===== src/rtl/pipelined_controller.sv =====
// Decode/Execute control unit for the RV32I(+M) pipeline: decodes into a registered
// Execute control word, resolves branches, and generates Decode stall/flush plus HALT.
//
// state   | meaning
// ST_RUN  | normal issue; Execute loads from Decode unless held or flushed
// ST_HALT | SYSTEM retired; Execute loads bubbles and Decode is stalled until resume
module pipelined_controller #(
   parameter int ALUCTRL_W = 4,
   parameter bit ENABLE_M  = 1'b1,
   parameter int MUL_LAT   = 3,
   parameter int DIV_LAT   = 8
) (
   input  logic                 clk,
   input  logic                 reset_n,
   input  logic                 valid_d,
   input  logic [6:0]           op,
   input  logic [2:0]           funct3,
   input  logic [6:0]           funct7,
   input  logic                 zero_e,
   input  logic                 lt_e,
   input  logic                 ltu_e,
   input  logic                 ex_stall,
   input  logic                 resume,
   output logic                 valid_e,
   output logic                 memtoreg_e,
   output logic                 memwrite_e,
   output logic                 alusrc_e,
   output logic                 writesreg_e,
   output logic                 jump_e,
   output logic [ALUCTRL_W-1:0] alucontrol_e,
   output logic                 illegal_e,
   output logic                 brtaken_e,
   output logic                 flush_d,
   output logic                 stall_d,
   output logic                 halted
);

   localparam int MAX_LAT = (MUL_LAT > DIV_LAT) ? MUL_LAT : DIV_LAT;
   localparam int CNT_W   = (MAX_LAT > 1) ? $clog2(MAX_LAT) : 1;
   localparam logic [CNT_W-1:0] MUL_LOAD = CNT_W'(MUL_LAT - 1);
   localparam logic [CNT_W-1:0] DIV_LOAD = CNT_W'(DIV_LAT - 1);

   localparam logic [6:0] OP_R      = 7'b0110011;
   localparam logic [6:0] OP_I      = 7'b0010011;
   localparam logic [6:0] OP_LOAD   = 7'b0000011;
   localparam logic [6:0] OP_STORE  = 7'b0100011;
   localparam logic [6:0] OP_BRANCH = 7'b1100011;
   localparam logic [6:0] OP_JAL    = 7'b1101111;
   localparam logic [6:0] OP_JALR   = 7'b1100111;
   localparam logic [6:0] OP_LUI    = 7'b0110111;
   localparam logic [6:0] OP_AUIPC  = 7'b0010111;
   localparam logic [6:0] OP_SYSTEM = 7'b1110011;

   localparam logic [6:0] F7_BASE = 7'b0000000;
   localparam logic [6:0] F7_ALT  = 7'b0100000;
   localparam logic [6:0] F7_MD   = 7'b0000001;

   localparam logic [3:0] ALU_ADD  = 4'd0;
   localparam logic [3:0] ALU_SUB  = 4'd1;
   localparam logic [3:0] ALU_AND  = 4'd2;
   localparam logic [3:0] ALU_OR   = 4'd3;
   localparam logic [3:0] ALU_XOR  = 4'd4;
   localparam logic [3:0] ALU_SLL  = 4'd5;
   localparam logic [3:0] ALU_SRL  = 4'd6;
   localparam logic [3:0] ALU_SRA  = 4'd7;
   localparam logic [3:0] ALU_SLT  = 4'd8;
   localparam logic [3:0] ALU_SLTU = 4'd9;
   localparam logic [3:0] ALU_MUL  = 4'd10;
   localparam logic [3:0] ALU_DIV  = 4'd11;
   localparam logic [3:0] ALU_REM  = 4'd12;

   typedef enum logic [1:0] {MC_NONE, MC_MUL, MC_DIV} mc_e;
   typedef enum logic {ST_RUN, ST_HALT} state_e;

   typedef struct packed {
      logic       valid;
      logic       memtoreg;
      logic       memwrite;
      logic       alusrc;
      logic       writesreg;
      logic       jump;
      logic       illegal;
      logic       branch;
      logic       system;
      logic [2:0] br_type;
      logic [3:0] alu;
   } ctl_t;

   ctl_t             dec;
   mc_e              dec_mc;
   logic             dec_ill;
   logic [3:0]       alu_f3;
   ctl_t             ex_d, ex_q;
   logic [CNT_W-1:0] cnt_d, cnt_q;
   state_e           state_d, state_q;
   logic             hold;
   logic             br_cond;

   always_comb begin
      alu_f3 = ALU_ADD;
      case (funct3)
         3'b000:  alu_f3 = ALU_ADD;
         3'b001:  alu_f3 = ALU_SLL;
         3'b010:  alu_f3 = ALU_SLT;
         3'b011:  alu_f3 = ALU_SLTU;
         3'b100:  alu_f3 = ALU_XOR;
         3'b101:  alu_f3 = ALU_SRL;
         3'b110:  alu_f3 = ALU_OR;
         default: alu_f3 = ALU_AND;
      endcase
   end

   always_comb begin
      dec     = '0;
      dec_mc  = MC_NONE;
      dec_ill = 1'b0;
      case (op)
         OP_R: begin
            dec.writesreg = 1'b1;
            if (funct7 == F7_MD) begin
               if (!ENABLE_M) begin
                  dec_ill = 1'b1;
               end else if (!funct3[2]) begin
                  dec.alu = ALU_MUL;
                  dec_mc  = MC_MUL;
               end else begin
                  dec.alu = funct3[1] ? ALU_REM : ALU_DIV;
                  dec_mc  = MC_DIV;
               end
            end else if (funct7 == F7_BASE) begin
               dec.alu = alu_f3;
            end else if (funct7 == F7_ALT && funct3 == 3'b000) begin
               dec.alu = ALU_SUB;
            end else if (funct7 == F7_ALT && funct3 == 3'b101) begin
               dec.alu = ALU_SRA;
            end else begin
               dec_ill = 1'b1;
            end
         end
         OP_I: begin
            dec.alusrc    = 1'b1;
            dec.writesreg = 1'b1;
            dec.alu       = (funct3 == 3'b101 && funct7[5]) ? ALU_SRA : alu_f3;
         end
         OP_LOAD: begin
            dec.memtoreg  = 1'b1;
            dec.alusrc    = 1'b1;
            dec.writesreg = 1'b1;
         end
         OP_STORE: begin
            dec.memwrite = 1'b1;
            dec.alusrc   = 1'b1;
         end
         OP_BRANCH: begin
            if (funct3[2:1] == 2'b01) begin
               dec_ill = 1'b1;
            end else begin
               dec.branch  = 1'b1;
               dec.br_type = funct3;
               dec.alu     = ALU_SUB;
            end
         end
         OP_JAL: begin
            dec.jump      = 1'b1;
            dec.writesreg = 1'b1;
         end
         OP_JALR: begin
            dec.jump      = 1'b1;
            dec.writesreg = 1'b1;
            dec.alusrc    = 1'b1;
         end
         OP_LUI, OP_AUIPC: begin
            dec.writesreg = 1'b1;
            dec.alusrc    = 1'b1;
         end
         OP_SYSTEM: dec.system = 1'b1;
         default:   dec_ill = 1'b1;
      endcase
      if (dec_ill) begin
         dec         = '0;
         dec.illegal = 1'b1;
         dec_mc      = MC_NONE;
      end
      dec.valid = 1'b1;
   end

   assign hold = (cnt_q != '0) | ex_stall;

   // Counter and Execute register advance together; ex_stall freezes both.
   always_comb begin
      ex_d  = ex_q;
      cnt_d = cnt_q;
      if (ex_stall) begin
         ex_d = ex_q;
      end else if (cnt_q != '0) begin
         cnt_d = cnt_q - 1'b1;
      end else if (halted || flush_d || !valid_d) begin
         ex_d = '0;
      end else begin
         ex_d = dec;
         case (dec_mc)
            MC_MUL:  cnt_d = MUL_LOAD;
            MC_DIV:  cnt_d = DIV_LOAD;
            default: cnt_d = '0;
         endcase
      end
   end

   always_ff @(posedge clk or negedge reset_n) begin
      if (!reset_n) begin
         state_q <= ST_RUN;
         ex_q    <= '0;
         cnt_q   <= '0;
      end else begin
         state_q <= state_d;
         ex_q    <= ex_d;
         cnt_q   <= cnt_d;
      end
   end

   always_comb begin
      state_d = state_q;
      case (state_q)
         ST_RUN:  if (ex_q.valid && ex_q.system && !hold) state_d = ST_HALT;
         ST_HALT: if (resume) state_d = ST_RUN;
         default: state_d = ST_RUN;
      endcase
   end

   always_comb begin
      br_cond = 1'b0;
      case (ex_q.br_type)
         3'b000:  br_cond = zero_e;
         3'b001:  br_cond = ~zero_e;
         3'b100:  br_cond = lt_e;
         3'b101:  br_cond = ~lt_e;
         3'b110:  br_cond = ltu_e;
         3'b111:  br_cond = ~ltu_e;
         default: br_cond = 1'b0;
      endcase
      halted    = (state_q == ST_HALT);
      brtaken_e = ex_q.valid & ex_q.branch & br_cond;
      flush_d   = brtaken_e | ex_q.jump;
      stall_d   = hold | halted;
   end

   assign valid_e      = ex_q.valid;
   assign memtoreg_e   = ex_q.memtoreg;
   assign memwrite_e   = ex_q.memwrite;
   assign alusrc_e     = ex_q.alusrc;
   assign writesreg_e  = ex_q.writesreg;
   assign jump_e       = ex_q.jump;
   assign illegal_e    = ex_q.illegal;
   assign alucontrol_e = ALUCTRL_W'(ex_q.alu);

endmodule


===== config.mk =====
export PLATFORM = sky130hd
export DESIGN_NAME = pipelined_controller
export DESIGN_NICKNAME = d
export VERILOG_FILES = /design/src/rtl/pipelined_controller.sv
export SDC_FILE = /design/constraint.sdc
export NUM_CORES = 1
export LEC_CHECK = 0
export CORE_MARGIN = 8
export CORE_UTILIZATION = 51
export CTS_CLUSTER_DIAMETER = 30
export CTS_CLUSTER_SIZE = 16
export DETAILED_ROUTE_END_ITERATION = 10
export PLACE_DENSITY = 0.83
export SLEW_MARGIN = 20
export SYNTH_ARGS = -nofsm -noshare
export SYNTH_HDL_FRONTEND = slang
export SYNTH_SLANG_ARGS = --single-unit

===== constraint.sdc =====
create_clock -name clk -period 4.8 [get_ports clk]
set_input_delay 0.48 -clock clk [delete_from_list [all_inputs] [get_ports clk]]
set_output_delay 0.48 -clock clk [all_outputs]
set_load 0.05 [all_outputs]

==> metrics.md <==
| Metric | Value |
|---|---|
| Crit-path cells | `clkdlybuf4s50_1 -> mux2i_1 -> mux2i_1 -> o21ai_0 -> or2_2 -> clkdlybuf4s50_1` |
| Distinct cell type count after synthesis | `49` |
| Initial Util | `0.526` |
| Largest stage delay, worst path | `700 ps` |
| Die height | `68.9 um` |
| CP Capture Type | `output pin` |
| Min-Delay Path Depth | `2` |
| Reg-to-Reg End | `alusrc_e` |
| Via count | `1425` |
| Register area | `500 sq um` |
| Multi-input gate area | `838 sq um` |
| Fin Setup TNS | `0 ps` |
| Worst hold path class | `flop to flop` |
| Largest net degree at the start of global routing | `21` |
| Die area | `0.00475 sq mm` |
| Final Max Tran Viols | `0` |
| DP HPWL | `2920 um` |
| Syn_area_per_cell | `8.39 sq um` |
| CTS Hold Bufs | `0` |
| DR vias/cell | `6.17` |
| Synth top cells by count | `nand2_1, dfrtp_1, o21ai_0` |
| Slew @ Worst Pin | `839 ps` |
| TritonCTS clock tree | `yes` |
| Number of synthesized flops with an enable pin | `0` |
| Yosys warning total | `0` |
| Static Leak | `0.714 nW` |
| Net Count, Synth | `198` |
| Total congestion overflow | `0` |
| Pwr dens | `261 mW/mm^2` |
| Worst-skew pair later-pin latency | `290 ps` |
| WL final | `3560 um` |
| First-pass GRT wire length | `5900 um` |
| Crit path arrival time | `2590 ps` |
| Max H-tree Level | `1` |
| CTS max path bufs | `2` |
| Initial DRT Pass Iterations | `4` |
| Max cap viols | `0` |
| Initial antenna violation count | `0` |
| Startpoint Class | `primary input` |
| CTS Root Buffer Type | `clkbuf_4` |
| Period minus WS final | `3070 ps` |
| Antenna Cells | `0` |
| Area grow syn2layout | `27.4%` |
| Register area share after synthesis | `0.351` |
| Post-CTS Resized | `0` |
| Clk_skew | `3.49 ps` |
| Hold Path End | `alucontrol_e[1]` |
| Peak supply drop | `0.000244 V` |
| Clock tree sinks | `20` |
| Tot GR Track Use | `0.156` |
| Total power draw | `0.474 mW` |
| GPL Wtd Cong | `0.948` |
| Reg2reg start | `cnt_q[0]` |
| Crit Path Max Fanout | `5` |
| R2R depth | `7` |
| Final Hold Vio Count | `0` |
| Io pins | `40` |
| Ys async rst share | `1.00` |
| IO buf count | `39` |
| Final hold slack | `496 ps` |
| Core area | `0.00271 sq mm` |
| Clock transition at the registers of the reported paths | `100 ps` |
| Worst Path Required | `4320 ps` |
| Vias in the first global route | `1341` |
| Num CTS Buffers | `3` |
| RSZ-0062 raised after global routing | `false` |
| DIE WIDTH | `68.9 um` |
| Post-CTS setup buffer count | `0` |
| Final Util | `0.670` |
| Synthesis-stage register bit count | `20` |
| Rows | `19` |
| Synth Instances | `170` |
| Routed wire length per instance | `15.4 um` |
| Top cell type's share of synthesized area | `0.351` |
| Slew HR | `0.439` |
| Final worst-path cycle share | `0.639` |
| Fmax | `326 MHz` |
| Synthesized area | `0.00143 sq mm` |
| Iter 0 DRT Violations | `82` |
| Layout cells sized above 1 | `0.0500` |
| ANT nets after route | `0` |
| CP Class | `primary input to output pin` |
| Flop-to-flop setup slack | `2340 ps` |
| Count leader, synth | `nand2_1` |
| Finish-stage setup viols | `0` |
| Fill cells | `232` |
| CP max-delay cell | `clkdlybuf4s50_1` |
| Status | `finished clean` |
| Top cells by area, synth | `dfrtp_1, nand2_1, o21ai_0, nor2_1, ha_1` |
| Synth Flop Type | `dfrtp_1` |
| DRC violations left | `0` |
| Post-synth top area cell | `dfrtp_1` |
| Worst Min Path Start | `alucontrol_e[1]` |
| Nets | `230` |
## logic make-up after synthesis
logic type	share of synthesized area
DFF	0.351
adders and majority gates	0.0263
buffers and inverters	0.0614
AOI/OAI and AO/OA	0.241
xor gates and xnor gates	0.0123
muxes	0.0140
and+or+nand+nor	0.294
## through the flow
stage	setup WS, ps	instance area (sq um)	instances
finish	1730	1820	231
floorplan	1880	1430	170
global route	1610	1820	231
detailed placement	1730	1790	228
CTS	1740	1820	231
global placement	1800	1790	228
## where the power goes
group | internal, mW | switching [mW] | leakage (nW)
clock network | 0.0292 | 0.0470 | 0.0138
registers | 0.190 | 0.0144 | 0.269
logic | 0.0834 | 0.111 | 0.430
total | 0.302 | 0.172 | 0.714
## final cells by class
cell class	instances	area share
multi-input combinational	131	0.461
sequential	20	0.275
timing repair buffer	39	0.215
tap	31	0.0213
inverter	7	0.0145
clock buffer	3	0.0124
## worst max-delay path: cells and delay by family
kind	cells	cell delay, ps
buffers and inverters	2	1100
multiplexers	2	540
AND/OR/NAND/NOR	1	290
AO/OA/AOI/OAI	1	180
## layer usage
metal | vias to the layer above | global-route usage | wire length [um] | part of all wire
met5 | - | 0 | 0 | 0
met4 | 0 | 0.0602 | 57 | 0.016
met3 | 6 | 0.0242 | 236 | 0.066
met2 | 60 | 0.261 | 1690 | 0.47
met1 | 669 | 0.197 | 1580 | 0.44
li1 | 690 | - | - | -
## sequential cells by signal, indices dropped and copies added (netlist names)
register,flops
valid_e,1
cnt_q,3
writesreg_e,1
memtoreg_e,1
jump_e,1
memwrite_e,1
illegal_e,1
ex_q,5
halted,1
alucontrol_e,4
alusrc_e,1
## placed cells by master (no fill, tap or decap), types with 3 or more instances in the layout
master,instances
a211oi_1,3
a21oi_1,4
a32o_1,3
clkbuf_4,3
clkdlybuf4s50_1,39
dfrtp_1,20
ha_1,3
inv_1,7
nand2_1,25
nand2b_1,4
nand3_1,6
nand4_1,5
nor2_1,11
nor2b_1,4
o21ai_0,15
o31a_1,3
## how the worst max path moves through the flow
| stage | startpoint | to | slack, ps |
|---|---|---|---|
| 2_1_floorplan | valid_e | flush_d | 1880 |
| 3_3_place_gp | lt_e | flush_d | 1800 |
| 3_5_place_dp | lt_e | flush_d | 1730 |
| 4_1_cts | lt_e | flush_d | 1740 |
| 5_1_grt | lt_e | flush_d | 1610 |
| 6_report | lt_e | flush_d | 1730 |
No activity file was read; power rests on OpenSTA's default activity.
